**config.mk**
```make
export PLATFORM = sky130hd
export DESIGN_NAME = div_result_collector
export DESIGN_NICKNAME = d
export VERILOG_FILES = /design/src/rtl/div_result_collector_pkg.sv /design/src/rtl/div_result_collector_fifo.sv /design/src/rtl/div_result_collector.sv
export SDC_FILE = /design/constraint.sdc
export NUM_CORES = 1
export LEC_CHECK = 0
export BUFFER_PORTS_ARGS = -buffer_cell sky130_fd_sc_hd__buf_4
export CORE_MARGIN = 2
export CORE_UTILIZATION = 48
export DETAILED_ROUTE_END_ITERATION = 16
export GPL_ROUTABILITY_DRIVEN = 0
export PLACE_DENSITY_LB_ADDON = 0.25
export SLEW_MARGIN = 20
export SYNTH_ARGS = -nofsm -noshare
export SYNTH_HDL_FRONTEND = slang
export SYNTH_SLANG_ARGS = --single-unit
```
**constraint.sdc**
```tcl
create_clock -name clk -period 7.05 [get_ports clk]
set_clock_uncertainty 0.1 [all_clocks]
set_input_delay 1.41 -clock clk [delete_from_list [all_inputs] [get_ports clk]]
set_output_delay 1.41 -clock clk [all_outputs]
set_load 0.005 [all_outputs]
```
**src/rtl/div_result_collector_pkg.sv**
```systemverilog
// rtl/div_result_collector_pkg.sv - shared constants, FIFO entry layout and helpers for the divider result collector
package div_result_collector_pkg;

    localparam int LAT     = 8;
    localparam int Q_W     = 8;
    localparam int R_W     = 5;
    localparam int ENTRY_W = 1 + Q_W + R_W;
    localparam int NUM_W   = 51;

    localparam logic [Q_W-1:0] DZ_Q = 8'hFF;
    localparam logic [R_W-1:0] DZ_R = 5'h00;

    // Both blocks are behavioural; no library cells are instantiated.
    localparam logic [NUM_W-1:0] TOP_CELL_XTORS  = '0;
    localparam logic [NUM_W-1:0] FIFO_CELL_XTORS = '0;

    typedef struct packed {
        logic           dz;
        logic [Q_W-1:0] q;
        logic [R_W-1:0] r;
    } res_entry_t;

    function automatic res_entry_t make_entry(input logic dz, input logic [Q_W-1:0] q,
                                              input logic [R_W-1:0] r);
        res_entry_t e;
        e.dz = dz;
        e.q  = dz ? DZ_Q : q;
        e.r  = dz ? DZ_R : r;
        return e;
    endfunction

endpackage

```
**src/rtl/div_result_collector_fifo.sv**
```systemverilog
// rtl/div_result_collector_fifo.sv - DEPTH x 14 result FIFO with occupancy-based full/empty
module div_res_fifo
    import div_result_collector_pkg::*;
#(
    parameter int DEPTH = 10,
    parameter int CW    = 4
) (
    input  logic               clk,
    input  logic               rst_n,
    input  logic               push,
    input  logic [ENTRY_W-1:0] din,
    input  logic               pop,
    output logic [ENTRY_W-1:0] dout,
    output logic               valid,
    output logic [NUM_W-1:0]   number
);

    localparam int PW = (DEPTH > 1) ? $clog2(DEPTH) : 1;
    localparam logic [PW-1:0] LAST_PTR = PW'(DEPTH - 1);
    localparam logic [CW-1:0] FULL_CNT = CW'(DEPTH);

    logic [ENTRY_W-1:0] mem [DEPTH];
    logic [PW-1:0]      wr_ptr;
    logic [PW-1:0]      rd_ptr;
    logic [CW-1:0]      count;
    logic               push_ok;
    logic               pop_ok;

    assign push_ok = push && (count != FULL_CNT);
    assign pop_ok  = pop && (count != '0);
    assign valid   = (count != '0);
    assign dout    = valid ? mem[rd_ptr] : '0;
    assign number  = FIFO_CELL_XTORS;

    always_ff @(posedge clk or negedge rst_n) begin
        if (!rst_n) begin
            for (int i = 0; i < DEPTH; i++) begin
                mem[i] <= '0;
            end
            wr_ptr <= '0;
            rd_ptr <= '0;
            count  <= '0;
        end else begin
            if (push_ok) begin
                mem[wr_ptr] <= din;
                wr_ptr      <= (wr_ptr == LAST_PTR) ? '0 : wr_ptr + 1'b1;
            end
            if (pop_ok) begin
                rd_ptr <= (rd_ptr == LAST_PTR) ? '0 : rd_ptr + 1'b1;
            end
            case ({push_ok, pop_ok})
                2'b10:   count <= count + 1'b1;
                2'b01:   count <= count - 1'b1;
                default: count <= count;
            endcase
        end
    end

endmodule

```
**src/rtl/div_result_collector.sv**
```systemverilog
// rtl/div_result_collector.sv - tracks divider requests through fixed latency and queues results behind credit flow control
module div_result_collector
    import div_result_collector_pkg::*;
#(
    parameter int LAT   = div_result_collector_pkg::LAT,
    parameter int DEPTH = 10,
    parameter int CW    = 4
) (
    input  logic             clk,
    input  logic             rst_n,
    input  logic             i_in_valid,
    input  logic [R_W-1:0]   i_b,
    output logic             o_in_ready,
    input  logic [Q_W-1:0]   i_q,
    input  logic [R_W-1:0]   i_r,
    output logic             o_valid,
    input  logic             i_ready,
    output logic [Q_W-1:0]   o_q,
    output logic [R_W-1:0]   o_r,
    output logic             o_dz,
    output logic             o_drop_err,
    output logic [NUM_W-1:0] number
);

    localparam logic [CW-1:0] MAX_CREDIT = CW'(DEPTH);

    logic [LAT-1:0]     tok_v;
    logic [LAT-1:0]     tok_dz;
    logic [CW-1:0]      credit;
    logic               acc;
    logic               push;
    logic               pop;
    res_entry_t         push_entry;
    res_entry_t         head_entry;
    logic [ENTRY_W-1:0] head_bits;
    logic [NUM_W-1:0]   fifo_number;

    assign o_in_ready = (credit < MAX_CREDIT);
    assign acc        = i_in_valid & o_in_ready;

    // The token leaving the last stage lines up with the divider output for that request.
    assign push       = tok_v[LAT-1];
    assign push_entry = make_entry(tok_dz[LAT-1], i_q, i_r);
    assign pop        = o_valid & i_ready;

    always_ff @(posedge clk or negedge rst_n) begin
        if (!rst_n) begin
            tok_v  <= '0;
            tok_dz <= '0;
        end else begin
            tok_v  <= {tok_v[LAT-2:0], acc};
            tok_dz <= {tok_dz[LAT-2:0], acc & (i_b == '0)};
        end
    end

    // Credit covers both in-flight tokens and stored results, so a push never finds the FIFO full.
    always_ff @(posedge clk or negedge rst_n) begin
        if (!rst_n) begin
            credit <= '0;
        end else begin
            case ({acc, pop})
                2'b10:   credit <= credit + 1'b1;
                2'b01:   credit <= credit - 1'b1;
                default: credit <= credit;
            endcase
        end
    end

    always_ff @(posedge clk or negedge rst_n) begin
        if (!rst_n) begin
            o_drop_err <= 1'b0;
        end else if (i_in_valid && !o_in_ready) begin
            o_drop_err <= 1'b1;
        end
    end

    div_res_fifo #(
        .DEPTH (DEPTH),
        .CW    (CW)
    ) u_fifo (
        .clk    (clk),
        .rst_n  (rst_n),
        .push   (push),
        .din    (push_entry),
        .pop    (pop),
        .dout   (head_bits),
        .valid  (o_valid),
        .number (fifo_number)
    );

    assign head_entry = res_entry_t'(head_bits);
    assign o_dz       = head_entry.dz;
    assign o_q        = head_entry.q;
    assign o_r        = head_entry.r;
    assign number     = fifo_number + TOP_CELL_XTORS;

endmodule

```
==> key figures, run 1 <==
Worst hold path
  – Hold endpoint: tok_dz[2]
  – WHS Path Cells: 0
  – Hold Path Origin: tok_dz[1]
  – Path category of the worst min-delay check: reg -> reg

Synthesis
  – Synth Flop Type: dfrtp_1
  – Mean post-synth cell area: 11.7 µm²
  – Number of flops mapped to enable cells by yosys: 0
  – Fraction of registers with async set/reset: 1.00
  – Register area share after synthesis: 0.528
  – Mapped cell area: 0.00820 mm²
  – Netlist cell types: 45
  – Area share of the largest cell type after synthesis: 0.528
  – Synth area leader: dfrtp_1
  – Top post-synthesis cells by area: dfrtp_1 (53%), mux2_2 (13%), buf_4 (4.8%), mux4_2 (3.8%), a21oi_1 (2.7%)
  – Seq cells post-synth: 173
  – Yosys warns: 0
  – Post-Syn Instances: 699

Clock network
  – Clock slew at reported path FFs: ~60 ps
  – Number of hold buffers added after CTS: 0
  – Root Driver: clkbuf_16
  – Resized Gates After CTS: 0
  – Post-CTS setup repair buffer count: 0
  – Later-pin clock latency in the skew report: about 420 ps
  – CTS buffer count: 17
  – CTS Buffer Depth: 2
  – Clk sinks: 173
  – TritonCTS clock tree: yes
  – Htree depth: 4

Timing
  – Fin crit share: 0.625
  – Post-Route Setup TNS: 0 ps
  – Crit path time final: about 4400 ps
  – Max-slew headroom: 0.294
  – Tightest Pin Transition: 1060 ps
  – Setup-failing EPs final: 0
  – Hold Vio Cnt, Final: 0
  – RSZ-0062 raised after global routing: false
  – Final slew viol count: 0
  – Highest Clock Rate: 0.227 GHz

Floorplanning
  – Die Y-Extent: about 130 µm
  – IO Pins: 90
  – Placeable Area: 0.0166 mm²
  – Die ar.: ~0.018 mm²
  – Initial Utilization: 0.493
  – Rows: 47
  – Die W: 135 µm

Cells and area
  – Number of diodes: 0
  – Area growth from synthesis to layout: 9.00%
  – Fillcell total: 1402
  – Share of cells above drive strength 1: 0.255
  – Fin nets: about 730

Worst setup path
  – Critical-path cell list: buf_4 > mux2_2 > o22ai_1 > o22ai_1 > o211a_1 > buf_4
  – Top delay family on crit path: buffers and inverters
  – CP Data Arrival Time: 2900 ps
  – CP Launch Type: register
  – Worst R2R End: u_fifo.count[3]
  – Worst Setup End Kind: primary output
  – Worst Path Max Fanout: 40
  – R2R depth: 7
  – CP max stage delay: roughly 750 ps
  – Crit Path Class: reg -> out
  – Reg2Reg Setup Slack: 3930 ps
  – R2r startpoint: u_fifo.count[1]
  – Slowest stage cell, crit path: dfrtp_2
  – Bufs and invs on worst path: 2
  – Critical path depth: 6
  – Worst EP required: 5540 ps

Run
  – Max-cap violations: 0

Drt
  – Via Count: 5077
  – Via-to-Cell Ratio: 5.43
  – DRC: 0
  – Wire per inst: around 17 µm
  – Iter 0 DRT Violations: 430
  – Pre-antenna DRT Iters: 6
  – Post-Route WL: between 15000 and 20000 µm
  – Final antenna-violating net count: 0

Global routing
  – Vias in the first global route: around 5000
  – Initial antenna violation count: 0
  – Largest net degree at the start of global routing: slightly below 100
  – First-pass GRT wire length: 26600 µm
  – Congestion Overflow GR: 0
  – Gr usage total: 0.189

Placement
  – Hpwl dp: 10700 µm
  – PortBufs: 38

Power
  – LEAKAGE: 0.00406 µW
  – PwrDens: between 400 and 500 mW/mm²
  – Max IR drop VDD: 0.222 mV
  – Total power: between 4000 and 5000 µW

Run status
  – Status: finished, final reports clean
area by class of cell:
cell class	count	area, µm²	share of cell area
Sequential cell	173	4330	0.485
Multi-Input combinational cell	466	3400	0.381
Tap cell	220	275	0.0308
Timing Repair Buffer	41	312	0.0349
Clock inverter	7	110	0.0123
Clock buffer	24	492	0.0550
Inverter	4	15.0	0.00168
worst max path at each step:
stage                startpoint  endpoint  slack, ps
2_1_floorplan  u_fifo.rd_ptr[0]    o_q[2]       4090
3_3_place_gp   u_fifo.rd_ptr[0]    o_q[0]       3080
3_5_place_dp   u_fifo.rd_ptr[0]    o_q[0]       3080
4_1_cts        u_fifo.rd_ptr[0]    o_q[0]       2610
5_1_grt        u_fifo.rd_ptr[0]    o_q[0]       2480
6_report       u_fifo.rd_ptr[0]    o_q[0]       2640
per-stage QoR:
step | cell area (µm²) | setup slack, ps | hold WS (ps) | cells | utilization
floorplan | 8390 | 4090 | 231 | 749 | -
global placement | 8330 | 3080 | 232 | 904 | 0.501
detailed placement | 8330 | 3080 | 237 | 904 | 0.501
CTS | 8940 | 2610 | 249 | 935 | 0.537
global route | 8940 | 2480 | 257 | 935 | 0.537
finish | 8940 | 2640 | 249 | 935 | 0.537
flip-flops by register name, indices dropped and copies added (netlist names):
signal and cells:
u_fifo.wr_ptr 4, credit 4, u_fifo.count 4, tok_dz 8, tok_v 8, o_drop_err 1
u_fifo.mem 140, u_fifo.rd_ptr 4
routing by layer:
metal / global-route usage / share of wire / up-vias
met5: 0 / 0 / -
met4: 0.0485 / 0.0089 / 0
met3: 0.0465 / 0.040 / 10
met2: 0.301 / 0.48 / 125
met1: 0.262 / 0.47 / 2579
li1: - / - / 2363
cell usage in the layout (no fill, tap or decap), drive strengths merged:
master,instances
dfrtp,173
mux2,92
nor2,51
conb,51
nand2,46
o21ai,44
a21oi,44
buf,41
o22ai,28
clkbuf,24
mux2i,15
mux4,14
o211a,14
xor2,8
nor2b,7
xnor2,6
ha,6
nand4,5
inv,4
nand3b,4
nor3b,4
and4b,4
clkinv,4
nor3,3
bufinv,3
or4,2
nand2b,2
nand3,2
nand4bb,2
nor4b,2
or2,1
and2,1
and4bb,1
and3,1
and3b,1
o21bai,1
a2111oi,1
nor4,1
a22o,1
a21o,1
power breakdown:
part	leakage, µW	internal [µW]	switching [µW]
logic	0.00174	834	662
registers	0.00202	1420	343
clock network	0.000300	591	364
synth_stat cells (all sizes together) (2+ instances only):
cell     count
xnor2        6
nor4b        2
mux2        92
o22ai       28
nor2b        7
xor2         8
mux2i       15
nand2       46
or4          2
mux4        14
nor3b        4
ha           6
a21oi       44
buf         91
nand4        5
clkbuf      15
and4b        4
nand3        2
dfrtp      173
nand4bb      2
nand3b       4
inv          4
o21ai       44
nor2        51
nor3         3
o211a       14
nand2b       2
logic make-up (layout without fill, tap and decap cells):
kind of cell / Yosys count / after routing / synth area share
buffers and inverters: 110 / 76 / 0.0798
DFF: 173 / 173 / 0.528
xor gates and xnor gates: 14 / 14 / 0.0150
other: 1 / 51 / 0.000457
muxes: 121 / 121 / 0.184
and+or+nand+nor: 140 / 140 / 0.0878
adders and majority gates: 6 / 6 / 0.00916
AOI/OAI and AO/OA: 134 / 134 / 0.0962
No activity file was read; power rests on OpenSTA's default activity.
==> inputs of run 2 (changes only) <==
==> constraint.sdc (replaced) <==
create_clock -name clk -period 4.43 [get_ports clk]
set_clock_uncertainty 0.1 [all_clocks]
set_input_delay 0.886 -clock clk [delete_from_list [all_inputs] [get_ports clk]]
set_output_delay 0.886 -clock clk [all_outputs]
set_load 0.005 [all_outputs]
==> run 2 against run 1 <==
Net effect:
- hold slack worse by 3.2 ps
- setup slack worse by 1700 ps
- critical path depth down 1
- sequential power up 55%
- power up 55%
- non-clock buffer count up 8
- first-iteration DRC count down 23%
- clock-buffer cell count down 2
- global-route usage up 1.6 points
- largest cell class unchanged
==> key figures, run 2 (same netlist as run 1, synthesis figures left out) <==
Run status
  – Status: finished, final reports clean

Global routing
  – Largest net degree at the start of global routing: 113
  – Gr usage total: 0.206
  – Congestion Overflow GR: 0
  – Vias in the first global route: 5372
  – Initial antenna violation count: 0
  – First-pass GRT wire length: 28700 µm

Clock network
  – Resized Gates After CTS: 0
  – TritonCTS clock tree: yes
  – CTS Buffer Depth: 2
  – Clock slew at reported path FFs: 60 ps
  – Htree depth: 4
  – CTS buffer count: 17
  – Clk sinks: 173
  – Post-CTS setup repair buffer count: 0
  – Number of hold buffers added after CTS: 0
  – Root Driver: clkbuf_16
  – Later-pin clock latency in the skew report: 420 ps

Worst setup path
  – Worst Setup End Kind: primary output
  – CP max stage delay: 670 ps
  – Crit Path Class: reg -> out
  – Worst EP required: 3440 ps
  – CP Launch Type: register
  – Critical-path cell list: nand2b_1 > o22ai_1 > o22ai_1 > o211a_1 > buf_4
  – Worst Path Max Fanout: 15
  – CP Data Arrival Time: 2540 ps
  – Bufs and invs on worst path: 1
  – Most numerous cell on the critical path: o22ai_1
  – Top delay family on crit path: compound AO/OA/AOI/OAI gates
  – Slowest stage cell, crit path: dfrtp_1

Timing
  – Max-slew headroom: 0.273
  – Tightest Pin Transition: approximately 1100 ps
  – Hold Vio Cnt, Final: 0
  – Fin crit share: 0.796
  – RSZ-0062 raised after global routing: false
  – Setup-failing EPs final: 0
  – Post-Route Setup TNS: 0 ps
  – Final slew viol count: 0
  – Crit path time final: 3530 ps
  – Highest Clock Rate: 0.283 GHz

Drt
  – Wire per inst: 18.9 µm
  – Via-to-Cell Ratio: 5.53
  – Via Count: 5188
  – Final antenna-violating net count: 0
  – Pre-antenna DRT Iters: 4
  – Post-Route WL: 17800 µm
  – DRC: 0
  – Iter 0 DRT Violations: 332

Power
  – Sw Share: 0.339
  – Int Power: 4330 µW
  – PwrDens: 737 mW/mm²
  – Sequential Power Share: 0.418
  – Net load switching power: roughly 2200 µW
  – Combinational power share: 0.390
  – Max IR drop VDD: 0.333 mV
  – LEAKAGE: 0.00404 µW
  – Total power: 6550 µW
  – Clock power frac: 0.193

Cells and area
  – Fin nets: ~740
  – Number of diodes: 0
  – Most common cell after layout, fill and taps aside: dfrtp_1
  – Largest register FFs: between 100 and 150
  – Share of cells above drive strength 1: 0.256
  – Area growth from synthesis to layout: 8.39%
  – Most flop-heavy register: u_fifo.mem
  – Top flop regs: u_fifo.mem x140, tok_dz x8, tok_v x8
  – Commonest non-fill, non-tap cells in the layout: dfrtp_1 (172), mux2_2 (91), nor2_1 (51), conb_1 (51), buf_4 (47)

Floorplanning
  – Rows: 47
  – Die Y-Extent: 135 µm
  – Die ar.: 0.0181 mm²
  – Die W: 135 µm
  – Placeable Area: 0.0166 mm²
  – IO Pins: 90
  – Initial Utilization: 0.493

Placement
  – Hpwl dp: 11600 µm
  – PortBufs: 38

Run
  – Max-cap violations: 0

Worst hold path
  – Path category of the worst min-delay check: reg -> reg
run 2: power by group through the flow:
| stage | Clock (µW) | Sequential [µW] | Combinational (µW) |
|---|---|---|---|
| 4_1_cts | 1290 | 2730 | 2580 |
| 3_5_place_dp | 0 | 2750 | 2570 |
| 6_report | 1260 | 2740 | 2550 |
| 5_1_grt | 1350 | 2820 | 2800 |
| 2_1_floorplan | 0 | 2540 | 1990 |
| 3_3_place_gp | 0 | 2690 | 2490 |
run 2: worst paths after layout:
check / start / to / slack, ps / cells after the start
worst max-delay path: u_fifo.rd_ptr[1] / o_q[1] / 900 / 5
worst min-delay path: tok_dz[2] / tok_dz[3] / 250 / 0
worst max register to register: u_fifo.count[1] / u_fifo.count[2] / 1210 / 9
worst min register to register: tok_dz[2] / tok_dz[3] / 250 / 0
max in group asynchronous: rst_n / u_fifo.mem[94] / 2900 / 2
min in group asynchronous: rst_n / o_drop_err / 480 / 1
run 2: layout make-up:
| cell class | instances | area (µm²) |
|---|---|---|
| flip-flops and latches | 173 | 4330 |
| well taps | 220 | 275 |
| repair buffers | 49 | 387 |
| clock buffers | 22 | 454 |
| fillers | 1399 | 7760 |
| inverters | 4 | 15.0 |
| clock inverters | 4 | 22.5 |
| multi-input cells | 466 | 3400 |
run 2: per-layer routing:
layer / vias up / global-route usage / part of all wire
met2: 127 / 0.340 / 0.51
met3: 23 / 0.0413 / 0.042
met5: - / 0 / 0
met1: 2656 / 0.275 / 0.44
li1: 2382 / - / -
met4: 0 / 0.0655 / 0.014
run 2: through the flow:
step	worst slack [ps]	instance area (µm²)	util	cells	hold WS (ps)
global route	768	8890	0.534	938	249
CTS	890	8880	0.534	938	249
detailed placement	1240	8410	0.505	912	236
global placement	1350	8410	0.505	912	232
floorplan	1790	8390	-	749	231
finish	902	8890	0.534	938	245
